===== src/rtl/bcd_pkg.sv =====
// Shared BCD widths, limits and decoder state encoding; used by both encoder and decoder sides.
// Combinational definitions only, no latency or backpressure of its own.
package bcd_pkg;

  localparam int BCD_W    = 4;
  localparam int ONEHOT_W = 10;
  localparam logic [BCD_W-1:0] BCD_MAX = 4'd9;

  typedef enum logic {
    IDLE,
    HOLD
  } state_t;

endpackage


===== src/rtl/bcd_to_onehot.sv =====
// Combinational BCD to one-hot digit decode with illegal-code flag (codes 10..15 give all-zero).
// Zero latency, no handshake.
module bcd_to_onehot
  import bcd_pkg::*;
(
  input  logic [BCD_W-1:0]    code,
  output logic [ONEHOT_W-1:0] onehot,
  output logic                illegal
);

  always_comb begin
    illegal = (code > BCD_MAX);
    onehot  = '0;
    if (!illegal) begin
      onehot = ONEHOT_W'(1) << code;
    end
  end

endmodule


===== src/rtl/bcd_decoder_hold.sv =====
// Registered BCD decoder: one-hot digit held HOLD_CYCLES cycles, illegal codes flagged and counted.
// One-cycle latency; cin_ready only in IDLE or the last HOLD cycle, and never while en is low.
module bcd_decoder_hold
  import bcd_pkg::*;
#(
  parameter int HOLD_CYCLES = 4,
  parameter int ERR_W       = 8
) (
  input  logic                clk,
  input  logic                rst,
  input  logic                en,
  input  logic                cin_valid,
  output logic                cin_ready,
  input  logic [BCD_W-1:0]    cin,
  output logic [ONEHOT_W-1:0] cout,
  output logic                cout_valid,
  output logic                err,
  output logic [ERR_W-1:0]    err_cnt
);

  localparam int HOLD_W = 8;
  localparam logic [HOLD_W-1:0] HOLD_LOAD = HOLD_W'(HOLD_CYCLES - 1);

  state_t              state, state_nxt;
  logic [HOLD_W-1:0]   hold_cnt, hold_nxt;
  logic [ONEHOT_W-1:0] cout_nxt;
  logic                cout_valid_nxt;
  logic                err_nxt;
  logic [ERR_W-1:0]    err_cnt_nxt;
  logic [ONEHOT_W-1:0] dec_onehot;
  logic                dec_illegal;
  logic                accept;

  bcd_to_onehot u_dec (
    .code    (cin),
    .onehot  (dec_onehot),
    .illegal (dec_illegal)
  );

  // hold_cnt is always zero in IDLE, so the last HOLD cycle looks like IDLE to the source.
  assign cin_ready = en & ~rst & ((state == IDLE) | (hold_cnt == '0));
  assign accept    = cin_valid & cin_ready;

  always_ff @(posedge clk or posedge rst) begin
    if (rst) begin
      state      <= IDLE;
      hold_cnt   <= '0;
      cout       <= '0;
      cout_valid <= 1'b0;
      err        <= 1'b0;
      err_cnt    <= '0;
    end else begin
      state      <= state_nxt;
      hold_cnt   <= hold_nxt;
      cout       <= cout_nxt;
      cout_valid <= cout_valid_nxt;
      err        <= err_nxt;
      err_cnt    <= err_cnt_nxt;
    end
  end

  always_comb begin
    state_nxt      = state;
    hold_nxt       = hold_cnt;
    cout_nxt       = cout;
    cout_valid_nxt = cout_valid;
    err_nxt        = 1'b0;
    err_cnt_nxt    = err_cnt;

    if (accept) begin
      if (dec_illegal) begin
        // An illegal code also drops a digit still showing in its last hold cycle.
        state_nxt      = IDLE;
        hold_nxt       = '0;
        cout_nxt       = '0;
        cout_valid_nxt = 1'b0;
        err_nxt        = 1'b1;
        if (err_cnt != '1) begin
          err_cnt_nxt = err_cnt + 1'b1;
        end
      end else begin
        state_nxt      = HOLD;
        hold_nxt       = HOLD_LOAD;
        cout_nxt       = dec_onehot;
        cout_valid_nxt = 1'b1;
      end
    end else if (en && (state == HOLD)) begin
      if (hold_cnt != '0) begin
        hold_nxt = hold_cnt - 1'b1;
      end else begin
        state_nxt      = IDLE;
        cout_nxt       = '0;
        cout_valid_nxt = 1'b0;
      end
    end
  end

endmodule


===== config.mk =====
export PLATFORM = sky130hd
export DESIGN_NAME = bcd_decoder_hold
export DESIGN_NICKNAME = d
export VERILOG_FILES = /design/src/rtl/bcd_pkg.sv /design/src/rtl/bcd_to_onehot.sv /design/src/rtl/bcd_decoder_hold.sv
export SDC_FILE = /design/constraint.sdc
export NUM_CORES = 1
export LEC_CHECK = 0
export CORE_MARGIN = 2
export CORE_UTILIZATION = 53
export CTS_BUF_LIST = sky130_fd_sc_hd__clkbuf_2
export DETAILED_ROUTE_END_ITERATION = 12
export PLACE_DENSITY = 0.79
export RECOVER_POWER = 50
export SLEW_MARGIN = 5
export SYNTH_ARGS = -nofsm -noshare
export SYNTH_HDL_FRONTEND = slang
export SYNTH_SLANG_ARGS = --single-unit

===== constraint.sdc =====
create_clock -name clk -period 3.26 [get_ports clk]
set_clock_uncertainty 0.2 [all_clocks]
set_input_delay 0.489 -clock clk [delete_from_list [all_inputs] [get_ports clk]]
set_output_delay 0.489 -clock clk [all_outputs]
set_load 0.05 [all_outputs]

==> flow_summary.toml <==
[sta]
worst_pin_slew_ps = 855.1
clock.fmax_ghz = 0.3233
fin_tns_setup_ps = 0
period_share = 0.9487
setup_viol = 0
rsz0062_at_grt = "false"
period_needed_ps = 3093
slew_viol_final = 0
hold_violations = 0
max-slew-margin-rel = 0.4299

[detailed_routing]
drt-total-wl_um = 2941
post_drt_wl_per_cell_um = 15.64
drt-initial-drc-count = 42
dr_total_vias = 1168
ant_nets = 0
firstDrtPassIters = 4
drc = 0
vias_per_cell = 6.213

[power]
p_switching_uw = 598.5
ir_drop_mv = 0.6430
p_seq_frac = 0.414
p_per_area_nw_per_um2 = 726.9
p_comb_frac = 0.488
switching_share = 0.4641
cellInternalPower_uw = 691.2
p_leak_uw = 0.0008010
power_frac_clock = 0.098

[cells_and_area]
final_cell_mix = "dfrtp_1, clkdlybuf4s50_1, xor2_1"
final_common_cell = "dfrtp_1"
fillerInstances = 208
n_antenna_cell = 0
final_core_util = 0.6605
syn2layout_area_growth_pct = 21.30
drive_above_1_share = 0.08917
multiInputGateArea_um2 = 711.9
nNetsFinal = 169
seq_area_um2 = 700.7

[synthesis]
avgSynthCellArea_um2 = 11.34
netlist-cell-type-count = 45
syn_nets = 140
synth_edf_count = 0
yosys_warnings = 0
ys_seq_elements = 28
ys_async_sr_fraction = 1.000
seq_area_frac_synth = 0.4790
synthCells = 129
synth_ff_type = "dfrtp_1"
mappedNetlistArea_um2 = 1463

[clock_network]
ctsHoldBuffers = 0
cts-root-buf = "clkbuf_2"
cts_num_sinks = 28
ctsLongestPathBuffers = 2
cts_resized = 0
postCtsSetupBuffers = 0
clk_pin_slew_ps = 240
cts_htree_levels = 1
cts_buffers = 3
cts_tree = "built"
insertion_delay_ps = 360

[worst_setup_path]
worstPathRequired_ps = 2570
max_stage_delay_ps = 560
path_cells = "inv_1 > ha_1 > or3b_2 > o21a_4 > nor2_2 > buf_4"
reg2reg_slack_ps = 760
cp_num_buf_inv = 2
crit_path_end_kind = "output pin"
path_delay_family = "simple AND/OR/NAND/NOR gates"
cp_slowest_cell = "or3b_2"
critPathKind = "reg2out"
critPathLaunchType = "flop"
critPathArrivalTime_ps = 2400
crit_fanout = 13

[status]
status = "finished, final reports clean"

[die]
die-area_um2 = 3196
die_w_um = 56.54
start_util = 0.5445
pin_count = 29
core_um2 = 2686
rows = 19
die_h_um = 56.54

[grt]
grt_pass1_vias = 1114
globalRouteOverflowTotal = 0
grt_max_degree = 17
track_usage = 0.1983
grt_pass1_wl_um = 5023
antenna_found_initial = 0

[place]
place_hpwl_um = 2219
routabilityCongestion = 0.7653
port_buffers = 28

[worst_hold_path]
min-delay-path-class = "reg2reg"

[run]
drv_cap = 0
==> sequential cells by signal, summed over array words and instances (netlist names) <==
signal / flops
cout: 10
err: 1
err_cnt: 8
hold_cnt: 8
state: 1
==> cell families (layout without fill, tap and decap cells) <==
group,count (synthesis),count (layout),share of synthesized area
AOI/OAI and AO/OA,25,25,0.1497
and+or+nand+nor,47,47,0.2164
adders and majority gates,3,3,0.02567
xor gates and xnor gates,11,11,0.06587
buffers and inverters,11,39,0.03421
muxes,4,4,0.02908
DFF,28,28,0.4790
==> through the flow <==
step / instances / hold slack, ps / instance area [um2] / total power [uW] / setup slack (ps)
final: 188 / 323.5 / 1774 / 1290 / 167.4
after global routing: 188 / 348.5 / 1774 / 1370 / 31.21
after CTS: 188 / 305.2 / 1778 / 1303 / 171.5
after detailed placement: 184 / 286.1 / 1759 / 1180 / 480.4
after global placement: 184 / 275.5 / 1759 / 1155 / 586.6
after floorplan: 129 / 312.9 / 1463 / 1019 / 486.2
==> layer usage <==
layer | part of all wire | track usage
met1 | 0.45 | 0.2583
met2 | 0.50 | 0.3355
met3 | 0.032 | 0.02304
met4 | 0.022 | 0.07823
met5 | 0 | 0
==> power by group through the flow <==
stage          Combinational (uW)  Clock [uW]  Sequential, uW
3_5_place_dp                  638           0             542
2_1_floorplan                 344           0             675
5_1_grt                       680         140             550
6_report                      630         126             534
4_1_cts                       640         128             535
3_3_place_gp                  619           0             536
==> layout make-up <==
class | count | area share
flip-flops and latches | 28 | 0.3949
multi-input cells | 90 | 0.4013
inverters | 6 | 0.01269
well taps | 31 | 0.02186
clock inverters | 1 | 0.002116
repair buffers | 29 | 0.1587
clock buffers | 3 | 0.008463
==> synth_stat cells (all sizes together), types with 2 or more instances <==
cell type / number / area share
buf: 2 / 0.011
a32o: 6 / 0.041
xor2: 11 / 0.066
nand3: 4 / 0.014
inv: 5 / 0.013
nor3b: 2 / 0.010
nand2b: 2 / 0.0086
mux2: 2 / 0.015
ha: 3 / 0.026
and3: 2 / 0.0086
nor4b: 4 / 0.028
o211ai: 2 / 0.010
o2111ai: 2 / 0.012
dfrtp: 28 / 0.48
o21ai: 3 / 0.010
nand2: 4 / 0.010
or4: 2 / 0.010
nor4: 4 / 0.032
clkbuf: 3 / 0.0077
mux2i: 2 / 0.014
a22o: 6 / 0.036
nor3: 7 / 0.035
nor2: 10 / 0.027
==> worst register-to-register path, stage by stage, from the launching register on <==
cell and delay (ps):
dfrtp_1 470, inv_1 90, ha_1 150, or3b_2 560, o21a_4 320, nor4_1 440
o21ba_2 220
==> path summary, 6_finish.rpt <==
kind / endpoint / cells after the start / from
min in group asynchronous: cout[9] / 2 / rst
min reg2reg: err_cnt[7] / 1 / err_cnt[7]
min: err_cnt[7] / 1 / err_cnt[7]
max in group asynchronous: err_cnt[4] / 3 / rst
max reg2reg: hold_cnt[1] / 6 / hold_cnt[0]
max: cin_ready / 6 / hold_cnt[0]
(Power assumes the default switching activity.)
